$ cat src/rtl/wb_port_arbiter_pkg.sv
// wb_port_arbiter_pkg: shared arbiter FSM state type and width constants.
package wb_port_arbiter_pkg;
   localparam int REG_IDX_W = 5;
   localparam int CNT_W     = 16;
   typedef enum logic [1:0] {IDLE, WAIT, STARVED} arb_state_e;
endpackage

$ cat src/rtl/wb_port_arbiter_if.sv
// wb_port_arbiter_if: writeback-stage, MDU valid/ready, register-file write port and status bundle.
interface wb_port_arbiter_if
   import wb_port_arbiter_pkg::*;
   #(parameter int DATA_WIDTH = 32);
   logic                  reg_write_w;
   logic [REG_IDX_W-1:0]  rd_w;
   logic [DATA_WIDTH-1:0] result_w;
   logic                  mdu_valid;
   logic [REG_IDX_W-1:0]  mdu_rd;
   logic [DATA_WIDTH-1:0] mdu_result;
   logic                  mdu_ready;
   logic                  rf_we;
   logic [REG_IDX_W-1:0]  rf_rd;
   logic [DATA_WIDTH-1:0] rf_wdata;
   logic                  stall_req;
   logic                  mdu_pending;
   modport master (
      output reg_write_w, rd_w, result_w, mdu_valid, mdu_rd, mdu_result,
      input  mdu_ready, rf_we, rf_rd, rf_wdata, stall_req, mdu_pending
   );
   modport slave (
      input  reg_write_w, rd_w, result_w, mdu_valid, mdu_rd, mdu_result,
      output mdu_ready, rf_we, rf_rd, rf_wdata, stall_req, mdu_pending
   );
endinterface

$ cat src/rtl/wb_result_fifo.sv
// wb_result_fifo: power-of-two circular buffer for MDU results; storage is not reset.
module wb_result_fifo #(
   parameter int WIDTH = 37,
   parameter int DEPTH = 2,
   localparam int AW   = $clog2(DEPTH)
) (
   input  logic             clk,
   input  logic             rst_n,
   input  logic             i_push,
   input  logic             i_pop,
   input  logic [WIDTH-1:0] i_wdata,
   output logic [WIDTH-1:0] o_rdata,
   output logic [AW:0]      o_count
);
   logic [WIDTH-1:0] r_mem [DEPTH];
   logic [AW-1:0]    r_wptr;
   logic [AW-1:0]    r_rptr;
   logic [AW:0]      r_count;
   always_ff @(posedge clk or negedge rst_n) begin
      if (!rst_n) begin
         r_wptr  <= '0;
         r_rptr  <= '0;
         r_count <= '0;
      end else begin
         if (i_push) r_wptr <= r_wptr + 1'b1;
         if (i_pop) r_rptr <= r_rptr + 1'b1;
         r_count <= r_count + (AW+1)'(i_push) - (AW+1)'(i_pop);
      end
   end
   always_ff @(posedge clk) begin
      if (i_push) r_mem[r_wptr] <= i_wdata;
   end
   assign o_rdata = r_mem[r_rptr];
   assign o_count = r_count;
endmodule

$ cat src/rtl/wb_port_arbiter.sv
// wb_port_arbiter: shares the register-file write port between the writeback stage and buffered MDU results.
// Optional macro WB_ARB_PERF_EN adds the saturating perf_conflicts counter output.
module wb_port_arbiter
   import wb_port_arbiter_pkg::*;
#(
   parameter int DATA_WIDTH   = 32,
   parameter int FIFO_DEPTH   = 2,
   parameter int STARVE_LIMIT = 4
) (
   input logic clk,
   input logic rst_n,
   wb_port_arbiter_if.slave bus
`ifdef WB_ARB_PERF_EN
   ,
   output logic [CNT_W-1:0] perf_conflicts
`endif
);
   localparam int AW = $clog2(FIFO_DEPTH);
   localparam int EW = REG_IDX_W + DATA_WIDTH;
   arb_state_e            r_state;
   arb_state_e            w_state_nxt;
   logic [CNT_W-1:0]      r_starve;
   logic [CNT_W-1:0]      w_starve_nxt;
   logic [AW:0]           w_count;
   logic [EW-1:0]         w_head;
   logic [REG_IDX_W-1:0]  w_head_rd;
   logic [DATA_WIDTH-1:0] w_head_data;
   logic                  w_pipe_own;
   logic                  w_empty;
   logic                  w_push;
   logic                  w_pop;
   logic                  w_drain;
   wb_result_fifo #(.WIDTH(EW), .DEPTH(FIFO_DEPTH)) u_fifo (
      .clk     (clk),
      .rst_n   (rst_n),
      .i_push  (w_push),
      .i_pop   (w_pop),
      .i_wdata ({bus.mdu_rd, bus.mdu_result}),
      .o_rdata (w_head),
      .o_count (w_count)
   );
   assign {w_head_rd, w_head_data} = w_head;
   assign w_pipe_own = bus.reg_write_w && (bus.rd_w != '0);
   assign w_empty    = (w_count == '0);
   assign w_pop      = !w_pipe_own && !w_empty;
   // ready comes from the registered count only, so a pop never unblocks a full buffer in the same cycle
   assign bus.mdu_ready = (w_count < (AW+1)'(FIFO_DEPTH));
   assign w_push        = bus.mdu_valid && bus.mdu_ready;
   assign w_drain       = w_pop && !w_push && (w_count == (AW+1)'(1));
   assign bus.rf_we       = w_pipe_own || (w_pop && (w_head_rd != '0));
   assign bus.rf_rd       = w_pipe_own ? bus.rd_w : w_pop ? w_head_rd : '0;
   assign bus.rf_wdata    = w_pipe_own ? bus.result_w : w_pop ? w_head_data : '0;
   assign bus.stall_req   = (r_state == STARVED);
   assign bus.mdu_pending = !w_empty;
   always_ff @(posedge clk or negedge rst_n) begin
      if (!rst_n) begin
         r_state  <= IDLE;
         r_starve <= '0;
      end else begin
         r_state  <= w_state_nxt;
         r_starve <= w_starve_nxt;
      end
   end
   // the stall is raised so that it is visible on the STARVE_LIMIT-th consecutive blocked cycle
   always_comb begin
      w_state_nxt  = r_state;
      w_starve_nxt = r_starve;
      case (r_state)
         IDLE: begin
            w_starve_nxt = '0;
            if (w_push && !w_pop) w_state_nxt = WAIT;
         end
         WAIT: begin
            if (w_pop) begin
               w_starve_nxt = '0;
               if (w_drain) w_state_nxt = IDLE;
            end else if (!w_empty) begin
               w_starve_nxt = r_starve + 1'b1;
               if (int'(r_starve) + 1 >= STARVE_LIMIT - 1) w_state_nxt = STARVED;
            end
         end
         STARVED: begin
            if (w_pop) begin
               w_starve_nxt = '0;
               w_state_nxt  = w_drain ? IDLE : WAIT;
            end
         end
         default: w_state_nxt = IDLE;
      endcase
   end
`ifdef WB_ARB_PERF_EN
   logic [CNT_W-1:0] r_perf;
   always_ff @(posedge clk or negedge rst_n) begin
      if (!rst_n) r_perf <= '0;
      else if (w_pipe_own && !w_empty && (r_perf != '1)) r_perf <= r_perf + 1'b1;
   end
   assign perf_conflicts = r_perf;
`endif
endmodule

$ cat src/flat_wrapper.sv
// flat-port wrapper written by rule: the top's interface ports become plain ports
module wb_port_arbiter_flat import wb_port_arbiter_pkg::*;
#(
   parameter int DATA_WIDTH   = 32,
   parameter int FIFO_DEPTH   = 2,
   parameter int STARVE_LIMIT = 4
)
  (clk, rst_n, bus_reg_write_w, bus_rd_w, bus_result_w, bus_mdu_valid, bus_mdu_rd, bus_mdu_result, bus_mdu_ready, bus_rf_we, bus_rf_rd, bus_rf_wdata, bus_stall_req, bus_mdu_pending);
  wb_port_arbiter_if #(.DATA_WIDTH(DATA_WIDTH)) bus_i ();
  input logic clk;
  input logic rst_n;
  input wire logic [$bits(bus_i.reg_write_w)-1:0] bus_reg_write_w;
  input wire logic [$bits(bus_i.rd_w)-1:0] bus_rd_w;
  input wire logic [$bits(bus_i.result_w)-1:0] bus_result_w;
  input wire logic [$bits(bus_i.mdu_valid)-1:0] bus_mdu_valid;
  input wire logic [$bits(bus_i.mdu_rd)-1:0] bus_mdu_rd;
  input wire logic [$bits(bus_i.mdu_result)-1:0] bus_mdu_result;
  output wire logic [$bits(bus_i.mdu_ready)-1:0] bus_mdu_ready;
  output wire logic [$bits(bus_i.rf_we)-1:0] bus_rf_we;
  output wire logic [$bits(bus_i.rf_rd)-1:0] bus_rf_rd;
  output wire logic [$bits(bus_i.rf_wdata)-1:0] bus_rf_wdata;
  output wire logic [$bits(bus_i.stall_req)-1:0] bus_stall_req;
  output wire logic [$bits(bus_i.mdu_pending)-1:0] bus_mdu_pending;
  assign bus_i.reg_write_w = bus_reg_write_w;
  assign bus_i.rd_w = bus_rd_w;
  assign bus_i.result_w = bus_result_w;
  assign bus_i.mdu_valid = bus_mdu_valid;
  assign bus_i.mdu_rd = bus_mdu_rd;
  assign bus_i.mdu_result = bus_mdu_result;
  assign bus_mdu_ready = bus_i.mdu_ready;
  assign bus_rf_we = bus_i.rf_we;
  assign bus_rf_rd = bus_i.rf_rd;
  assign bus_rf_wdata = bus_i.rf_wdata;
  assign bus_stall_req = bus_i.stall_req;
  assign bus_mdu_pending = bus_i.mdu_pending;
  wb_port_arbiter #(.DATA_WIDTH(DATA_WIDTH), .FIFO_DEPTH(FIFO_DEPTH), .STARVE_LIMIT(STARVE_LIMIT)) u_core (.clk(clk), .rst_n(rst_n), .bus(bus_i));
endmodule
$ cat config.mk
export PLATFORM = sky130hd
export DESIGN_NAME = wb_port_arbiter_flat
export DESIGN_NICKNAME = d
export VERILOG_FILES = /design/src/rtl/wb_port_arbiter_pkg.sv /design/src/rtl/wb_port_arbiter_if.sv /design/src/rtl/wb_result_fifo.sv /design/src/rtl/wb_port_arbiter.sv /design/src/flat_wrapper.sv
export SDC_FILE = /design/constraint.sdc
export NUM_CORES = 1
export LEC_CHECK = 0
export ABC_CLOCK_PERIOD_IN_PS = 2900
export CAP_MARGIN = 5
export CELL_PAD_IN_SITES_DETAIL_PLACEMENT = 0
export CELL_PAD_IN_SITES_GLOBAL_PLACEMENT = 1
export CORE_MARGIN = 2
export CORE_UTILIZATION = 30
export DETAILED_ROUTE_END_ITERATION = 10
export PLACE_DENSITY_LB_ADDON = 0.12
export SYNTH_ARGS = -nofsm -noshare
export SYNTH_HDL_FRONTEND = slang
export SYNTH_SLANG_ARGS = --single-unit
$ cat constraint.sdc
create_clock -name clk -period 2.9 [get_ports clk]
set_clock_uncertainty 0.15 [all_clocks]
set_input_delay 0.435 -clock clk [delete_from_list [all_inputs] [get_ports clk]]
set_output_delay 0.435 -clock clk [all_outputs]
set_load 0.05 [all_outputs]
==> run summary <==
Outcome: complete, no violations
RePlAce Congestion: 0.846
Layout cells sized above 1: 26.5%
CORE AREA: 15100 µm²
Cells after synthesis: 383
Syn. warnings: 0
CP Depth: 8
Main synth FF type: edfxtp_1
Crit path launch type: primary input
Inst Count DP: 715
Power density over the cells: 831 nW/µm²
Endpoints failing hold: 0
Tmin final: 2880 ps
Worst stage delay on the critical path: 510 ps
#FFs+latches synth: 96
Slowest CP cell: or4_4
Peak VDD IR: 522 µV
Final setup viols: 0
Avg WL per Cell: 17.1 µm
Critical path origin: bus_rd_w[1]
Asr flop ratio synth: 22.9%
Fin util: 48.4%
Worst Path Buf+Inv: 5
Unrepaired setup endpoints after global routing: yes
Crit Path Category: primary input to output pin
H-tree levels: 3
MaxCap Viol Count: 0
Clk_lat worst skew: 350 ps
Crit. End Element: output pin
Cell family with most CP delay: buffers and inverters
Crit path capture: bus_rf_wdata[24]
FF-to-FF path depth: 7
Placed inst area: 6720 µm²
Port bufs: 118
Number of library cell types mapped by synthesis: 53
CTS Buf Count: 9
CTS root buf: clkbuf_16
CP Max Fanout: 8
CTS sink cnt: 96
Largest net degree at the start of global routing: 38
Effective utilization at floorplan: 30.5%
Worst R2R Start: u_core.r_starve[0]
Drt drc: 0
Syn_nets: 465
Commonest non-fill, non-tap cell in the layout: clkdlybuf4s50_1
Layout Cells excl Fill: 735
CP arrival: 2290 ps
Reg area: 2770 µm²
Worst Tran Pin Value: 678 ps
GRT Util Overall: 15.7%
Sequential element share of the synthesized area: 60.3%
Vias/cell: 4.96
EDFF count, synth: 74
Pwr Total: 6.07 mW
Vias in the first global route: 3779
Commonest cells after routing, fill and taps aside: clkdlybuf4s50_1, edfxtp_1, buf_4
GRT overflow: 0
Io pins: 119
Drt first pass iters: 4
Final Cell Area: 7310 µm²
Drt first-iter violations: 223
Die W: 128 µm
Worst endpoint required time: 2320 ps
Worst Hold Class: primary input to asynchronous set/reset pin
Final WL: 12.5 mm
Layout area overhead: 58.9%
# diodes: 0
HPWL after detailed placement: 8.51 mm
Die height: 128 µm
Routed via count: 3649
# hold bufs at CTS: 0
Fin. max-slew vios: 0
Tcrit/Tclk final: 99.2%
Worst hold margin: 311 ps
Nets: 624
Crit-path most repeated cell: buf_12
Fmax: 0.348 GHz
CTS tree: yes
Multi-input gate area: 1890 µm²
Final ANT Viol Nets: 0
# rows: 45
DIE AREA: 16300 µm²
Crit path cell chain: dlygate4sd2_1, or4_4, o21a_4, buf_12, buf_16, o31ai_2, buf_4, buf_12
Fillcell total: 1365
Longest Clk Path Bufs: 2
Mapped Area: 4600 µm²
Initial antenna violation count: 0
Leakage power: 2.80 nW
R2r setup slk: 220 ps
First-pass GRT wire length: 19.7 mm
Clock-pin slew on the worst setup and hold paths: 70 ps
R2R Path End: u_core.r_state[0]
Relative slew slack: 54.6%
Mapped Avg Cell Area: 12.0 µm²
-- worst reg2reg max path: cells and delay by family (launching register included) --
kind	cells	cell delay [ps]
and+or+nand+nor	3	870
DFF	1	470
muxes	1	350
AOI/OAI and AO/OA	1	330
adders and majority gates	1	240
xor gates and xnor gates	1	160
-- layer usage --
metal	up-vias	GRT usage (%)	part of all wire, %
met4	0	5.04	1.3
li1	1783	-	-
met5	-	0	0
met3	10	4.84	5.3
met2	84	24.4	46
met1	1772	21.0	47
-- metrics by stage --
step	setup TNS, ps	setup WS, ps
after CTS	-139	-29.0
after floorplan	-13220	-380
final	0	22.5
after detailed placement	-2430	-142
after global placement	-1440	-84.7
after global routing	-52.4	-36.6
-- kinds of logic after synthesis --
logic type / share of synthesized area, %
AND/OR/NAND/NOR: 11.8
flip-flops: 60.3
AO/OA/AOI/OAI: 13.6
multiplexers: 8.54
buffers and inverters: 3.46
XOR/XNOR: 1.14
adder cells (fa/ha/maj): 1.09
-- where the power goes --
part / total [mW] / internal (mW) / switching [mW]
Combinational: 3.07 / 1.40 / 1.67
Sequential: 1.88 / 1.76 / 0.128
Clock: 1.11 / 0.585 / 0.530
Total: 6.07 / 3.74 / 2.33
-- how the worst min path moves through the flow --
stage,start,to,slack [ps]
after floorplan,rst_n,u_core.r_starve[0],-10
after global placement,u_core.r_starve[12],u_core.r_starve[12],370
after detailed placement,u_core.r_starve[14],u_core.r_starve[14],390
after CTS,rst_n,u_core.r_starve[13],330
after global routing,rst_n,u_core.r_starve[13],350
final,rst_n,u_core.r_starve[13],310
-- flip-flops by register name, summed over array words and instances (netlist names) --
register	cells
u_core.u_fifo.r_mem	74
u_core.u_fifo.o_count	2
u_core.r_state	2
u_core.u_fifo.r_rptr	1
u_core.r_starve	16
u_core.u_fifo.r_wptr	1
-- repair_timing --
item | 4_1_cts | 5_1_grt
pin swaps | 1 | 9
resized for setup | 24 | 18
buffers inserted | 1 | 0
cloned | 3 | 0
hold endpoints to repair | 0 | 0
setup endpoints to repair | 38 | 37
-- cell usage after synthesis (2+ instances only) --
master / instances / area (µm²)
dfrtp_1: 22 / 551
clkbuf_1: 16 / 60.1
nor2_1: 17 / 63.8
o22ai_1: 2 / 12.5
o41ai_1: 2 / 17.5
o31ai_1: 43 / 323
ha_1: 4 / 50.1
buf_4: 2 / 15.0
nor2b_1: 2 / 12.5
nand4_1: 9 / 56.3
o211ai_1: 2 / 15.0
o21ai_1: 9 / 45.0
buf_2: 6 / 30.0
and4_1: 4 / 35.0
xnor2_1: 5 / 43.8
nand2_1: 46 / 173
mux2i_1: 37 / 370
nand3_1: 11 / 55.1
or4_1: 2 / 15.0
o21ai_0: 17 / 85.1
nor3_1: 2 / 10.0
and2_1: 3 / 18.8
or2_2: 2 / 12.5
a21oi_1: 7 / 35.0
buf_1: 2 / 7.51
inv_1: 8 / 30.0
edfxtp_1: 74 / 2220
and2_0: 2 / 12.5
-- area by class of cell --
class | count | area share [%]
Clock buffer | 10 | 3.13
Clock inverter | 6 | 0.616
Inverter | 9 | 0.479
Multi-Input combinational cell | 251 | 25.8
Sequential cell | 96 | 38.0
Tap cell | 188 | 3.22
Timing Repair Buffer | 175 | 28.7
Note: power is estimated with default switching activity, not from simulation.
